`src/rtl/byte_fifo.sv`:
```
// byte_fifo: DEPTH x 8 first-word fall-through FIFO with a registered occupancy count.
// Define BYTE_FIFO_ERR_EN to add sticky o_overflow / o_underflow flags.
// When the macro is undefined, the flags and their ports are not built.
module byte_fifo #(
    parameter int unsigned DEPTH = 8
) (
    input  logic                     i_clk,
    input  logic                     i_reset,
    input  logic                     i_we,
    input  logic [7:0]               i_wdata,
    input  logic                     i_re,
    output logic [7:0]               o_rdata,
    output logic [$clog2(DEPTH):0]   o_records,
    output logic                     o_empty,
`ifdef BYTE_FIFO_ERR_EN
    output logic                     o_full,
    output logic                     o_overflow,
    output logic                     o_underflow
`else
    output logic                     o_full
`endif
);

    localparam int unsigned AW = $clog2(DEPTH);
    localparam int unsigned CW = AW + 1;
    localparam logic [CW-1:0] FULL_CNT = CW'(DEPTH);

    logic [7:0]    mem [DEPTH];
    logic [AW-1:0] wr_ptr;
    logic [AW-1:0] rd_ptr;
    logic [CW-1:0] cnt_next;
    logic          wr_acc;
    logic          rd_acc;

    // Acceptance uses the registered flags, so a write into a full FIFO is
    // dropped even when a read frees a slot on the same edge.
    always_comb begin
        wr_acc = i_we & ~o_full;
        rd_acc = i_re & ~o_empty;
    end

    // Next occupancy: simultaneous accepted write and read cancel out.
    always_comb begin
        cnt_next = o_records;
        case ({wr_acc, rd_acc})
            2'b10:   cnt_next = o_records + CW'(1);
            2'b01:   cnt_next = o_records - CW'(1);
            default: cnt_next = o_records;
        endcase
    end

    // Storage array, deliberately unreset; contents are hidden while empty.
    always_ff @(posedge i_clk) begin
        if (wr_acc && !i_reset) begin
            mem[wr_ptr] <= i_wdata;
        end
    end

    // Pointers, count, and empty/full registered together so the flags never glitch.
    always_ff @(posedge i_clk or posedge i_reset) begin
        if (i_reset) begin
            wr_ptr    <= '0;
            rd_ptr    <= '0;
            o_records <= '0;
            o_empty   <= 1'b1;
            o_full    <= 1'b0;
        end else begin
            if (wr_acc) begin
                wr_ptr <= wr_ptr + AW'(1);
            end
            if (rd_acc) begin
                rd_ptr <= rd_ptr + AW'(1);
            end
            o_records <= cnt_next;
            o_empty   <= (cnt_next == '0);
            o_full    <= (cnt_next == FULL_CNT);
        end
    end

    // Fall-through head of the queue.
    always_comb begin
        o_rdata = mem[rd_ptr];
    end

`ifdef BYTE_FIFO_ERR_EN
    // Sticky error flags; only reset clears them.
    always_ff @(posedge i_clk or posedge i_reset) begin
        if (i_reset) begin
            o_overflow  <= 1'b0;
            o_underflow <= 1'b0;
        end else begin
            if (i_we && o_full) begin
                o_overflow <= 1'b1;
            end
            if (i_re && o_empty) begin
                o_underflow <= 1'b1;
            end
        end
    end
`endif

endmodule

```
`config.mk`:
```
export PLATFORM = sky130hd
export DESIGN_NAME = byte_fifo
export DESIGN_NICKNAME = d
export VERILOG_FILES = /design/src/rtl/byte_fifo.sv
export SDC_FILE = /design/constraint.sdc
export NUM_CORES = 1
export LEC_CHECK = 0
export CELL_PAD_IN_SITES_DETAIL_PLACEMENT = 1
export CELL_PAD_IN_SITES_GLOBAL_PLACEMENT = 2
export CORE_MARGIN = 10
export CORE_UTILIZATION = 30
export CTS_CLUSTER_DIAMETER = 50
export DETAILED_ROUTE_END_ITERATION = 8
export PLACE_DENSITY_LB_ADDON = 0.15
export SLEW_MARGIN = 20
export SYNTH_ARGS = -nofsm -noshare
export SYNTH_HDL_FRONTEND = slang
export SYNTH_SLANG_ARGS = --single-unit
```
`constraint.sdc`:
```
create_clock -name i_clk -period 2.9 [get_ports i_clk]
set_input_delay 0.58 -clock i_clk [delete_from_list [all_inputs] [get_ports i_clk]]
set_output_delay 0.58 -clock i_clk [all_outputs]
set_load 0.02 [all_outputs]
```
==> results_dict.tcl <==
set metrics [dict create \
    clkTransAtPathRegs_ps 80 \
    start_util_pct 30.5 \
    drc 0 \
    fill_cells 1039 \
    die_h_um 122 \
    drtIter0Drc 65 \
    path_buf_inv 2 \
    p_switching_w 0.00121 \
    startpoint_type "flip-flop" \
    worst_clock_skew_ps 10.9 \
    final_cell_mix "64 x edfxtp_1, 17 x clkdlybuf4s50_1, 16 x mux4_2, 13 x nand2_1, 13 x buf_4" \
    grt_pass1_vias 1898 \
    die_area_um2 14900 \
    wire_per_inst_um 18.8 \
    fmax_mhz 378 \
    fin_nets 225 \
    io_pins 26 \
    regArea_um2 2220 \
    cp_data_required_time_ps 2320 \
    layout_commonest_cell "edfxtp_1" \
    p_clk_share_pct 21.2 \
    cpMaxStageDelayCell "mux4_2" \
    cts_made_buffers 9 \
    port-buffer-count 25 \
    avgSynthCellArea_um2 18.7 \
    vias 1640 \
    power_density_nw_per_um2 966 \
    place_congestion 0.713 \
    insertion_delay_ps 340 \
    hpwl_um 4440 \
    syn_nets 183 \
    setup_viol 0 \
    hold_buffers 0 \
    hold_viol_final 0 \
    crit_fanout 18 \
    syn_area_um2 3120 \
    core_area_um2 10200 \
    drv_slew 0 \
    cts_root_buf "clkbuf_8" \
    ys_ff_latch 76 \
    cts_tree "yes" \
    maxSlewHeadroom_pct 66.7 \
    seqPwrFrac_pct 40.7 \
    worstSetupPathType "reg2out" \
    ys_types 37 \
    combPwrFrac_pct 38.1 \
    fp-row-count 37 \
    drtAntennaViolNets 0 \
    htreeDepth 3 \
    grt_max_degree 19 \
    period_needed_ps 2640 \
    min_path_type "reg2reg" \
    layout-drive-gt1-share_pct 28.0 \
    arrival_ps 2060 \
    path_cells "buf_12 > mux4_2 > mux2_2 > dlygate4sd2_1" \
    power.internal_w 0.00248 \
    syn_to_final_growth_pct 22.4 \
    tightest_slew_ps 499 \
    power.leakage_nw 1.34 \
    cts.path.max_buffers 2 \
    cts_sinks 76 \
    p_sw_share_pct 32.9 \
    yosysSeqAreaShare_pct 71.2 \
    grt_remaining_overflow 0 \
    crit_family "multiplexers" \
    die_w_um 122 \
    antenna_found_initial 0 \
    ys_warn_count 0 \
    worst_setup_path_end_kind "output pin" \
    status "completed" \
    rsz0062_at_grt "no" \
    ir_drop_mv 0.357 \
    viasPerCell 4.69 \
    max-cap-violations 0 \
    grt_pass1_wl_um 10500 \
    num_antenna_cells 0 \
    hold_ws_ps 543 \
    finalCritPeriodShare_pct 91.1 \
    cpPeakStageDelay_ps 530 \
    final.setup.tns_ps 0 \
    drt_first_pass_iters 4 \
    multiInputGateArea_um2 840 \
    grt_usage_pct 9.49 \
    wl_um 6590 \
    postSynthCellCount 167 \
]
==> through the flow <==
stage / instance area (µm²) / total power (W) / cells / utilization [%] / worst slack [ps]
2_1_floorplan: 3120 / 0.00244 / 167 / - / 453
3_3_place_gp: 3620 / 0.00296 / 334 / 35.3 / 121
3_5_place_dp: 3620 / 0.00302 / 334 / 35.3 / 66.2
4_1_cts: 3810 / 0.00379 / 350 / 37.2 / 5.12
5_1_grt: 3820 / 0.00393 / 350 / 37.3 / 169
6_report: 3820 / 0.00369 / 350 / 37.3 / 257
==> cell usage after synthesis <==
library cell | n | area (µm²)
buf_1 | 1 | 3.75
nor4b_1 | 2 | 17.5
inv_2 | 1 | 3.75
inv_1 | 3 | 11.3
a31oi_1 | 1 | 6.26
mux2_2 | 9 | 101
xor2_1 | 1 | 8.76
a221oi_1 | 1 | 8.76
a31o_1 | 1 | 8.76
and4b_1 | 1 | 10.0
buf_6 | 1 | 11.3
a2111o_1 | 1 | 11.3
mux4_2 | 16 | 360
o22ai_1 | 1 | 6.26
nor2b_2 | 1 | 8.76
dfrtp_1 | 11 | 275
dfstp_2 | 1 | 26.3
buf_4 | 1 | 7.51
or3_4 | 1 | 11.3
nor2_1 | 4 | 15.0
or2b_1 | 1 | 7.51
nand2_1 | 13 | 48.8
edfxtp_1 | 64 | 1920
nand4_1 | 1 | 6.26
nor2b_4 | 1 | 13.8
nor3b_1 | 2 | 15.0
nand3b_1 | 2 | 15.0
buf_2 | 2 | 10.0
clkbuf_1 | 3 | 11.3
a21oi_1 | 1 | 5.00
nand3_1 | 1 | 5.00
nor4_1 | 2 | 12.5
nand2b_4 | 1 | 13.8
nor3_1 | 2 | 10.0
o21ai_0 | 2 | 10.0
ha_1 | 4 | 50.1
xnor2_1 | 6 | 52.6
==> worst reg2reg max path, delay by kind of cell (launching register included) <==
kind | cells | cell delay, ps
compound gates | 3 | 700
simple gates | 4 | 660
flops | 1 | 550
fa+ha+maj | 1 | 150
xor+xnor | 1 | 110
buf+inv | 1 | 60
==> timing repair <==
action	in CTS	in global routing
buffers inserted	0	0
resized for setup	2	6
setup endpoints to repair	2	6
pin swaps	0	0
==> registers in the layout, indices dropped and copies added, names as in the netlist <==
register and count:
rd_ptr 3, o_empty 1, o_records 4, mem 64, wr_ptr 3, o_full 1
==> power groups by stage <==
stage               registers [W]  clock network [W]  logic (W)
floorplan                 0.00150                  0   0.000939
global placement          0.00152                  0    0.00144
detailed placement        0.00153                  0    0.00148
CTS                       0.00151           0.000808    0.00147
global route              0.00153           0.000849    0.00155
finish                    0.00150           0.000782    0.00141
==> final timing paths <==
kind | from | end | slack (ps) | cells past startpoint
max | rd_ptr[0] | o_rdata[0] | 260 | 4
min | o_records[3] | o_records[3] | 540 | 1
max reg2reg | o_empty | o_full | 620 | 10
min reg2reg | o_records[3] | o_records[3] | 540 | 1
max in group asynchronous | i_reset | o_empty | 1920 | 3
min in group asynchronous | i_reset | wr_ptr[2] | 740 | 3
==> cell families after synthesis <==
| logic type | count (synthesis) | synth area share (%) |
|---|---|---|
| adder cells (fa/ha/maj) | 4 | 1.60 |
| buffers and inverters | 12 | 1.88 |
| multiplexers | 25 | 14.8 |
| flip-flops | 76 | 71.2 |
| XOR/XNOR | 7 | 1.96 |
| AO/OA/AOI/OAI | 8 | 1.80 |
| AND/OR/NAND/NOR | 35 | 6.73 |
==> routing by layer <==
metal	share of wire, %	vias to the layer above	track usage [%]	routed length [µm]
met4	1.4	0	4.02	95
li1	-	741	-	-
met5	0	-	0	0
met2	53	26	16.6	3460
met3	3.9	9	2.73	258
met1	42	864	10.6	2770
==> cell type report <==
cell class                      count  share of cell area (%)
Tap cell                          136                    4.45
Inverter                            4                   0.393
Clock buffer                       10                    3.34
Multi-Input combinational cell     79                    22.0
Sequential cell                    76                    58.2
Clock inverter                      6                    1.70
Timing Repair Buffer               39                    9.95
No activity file was read; power rests on OpenSTA's default activity.
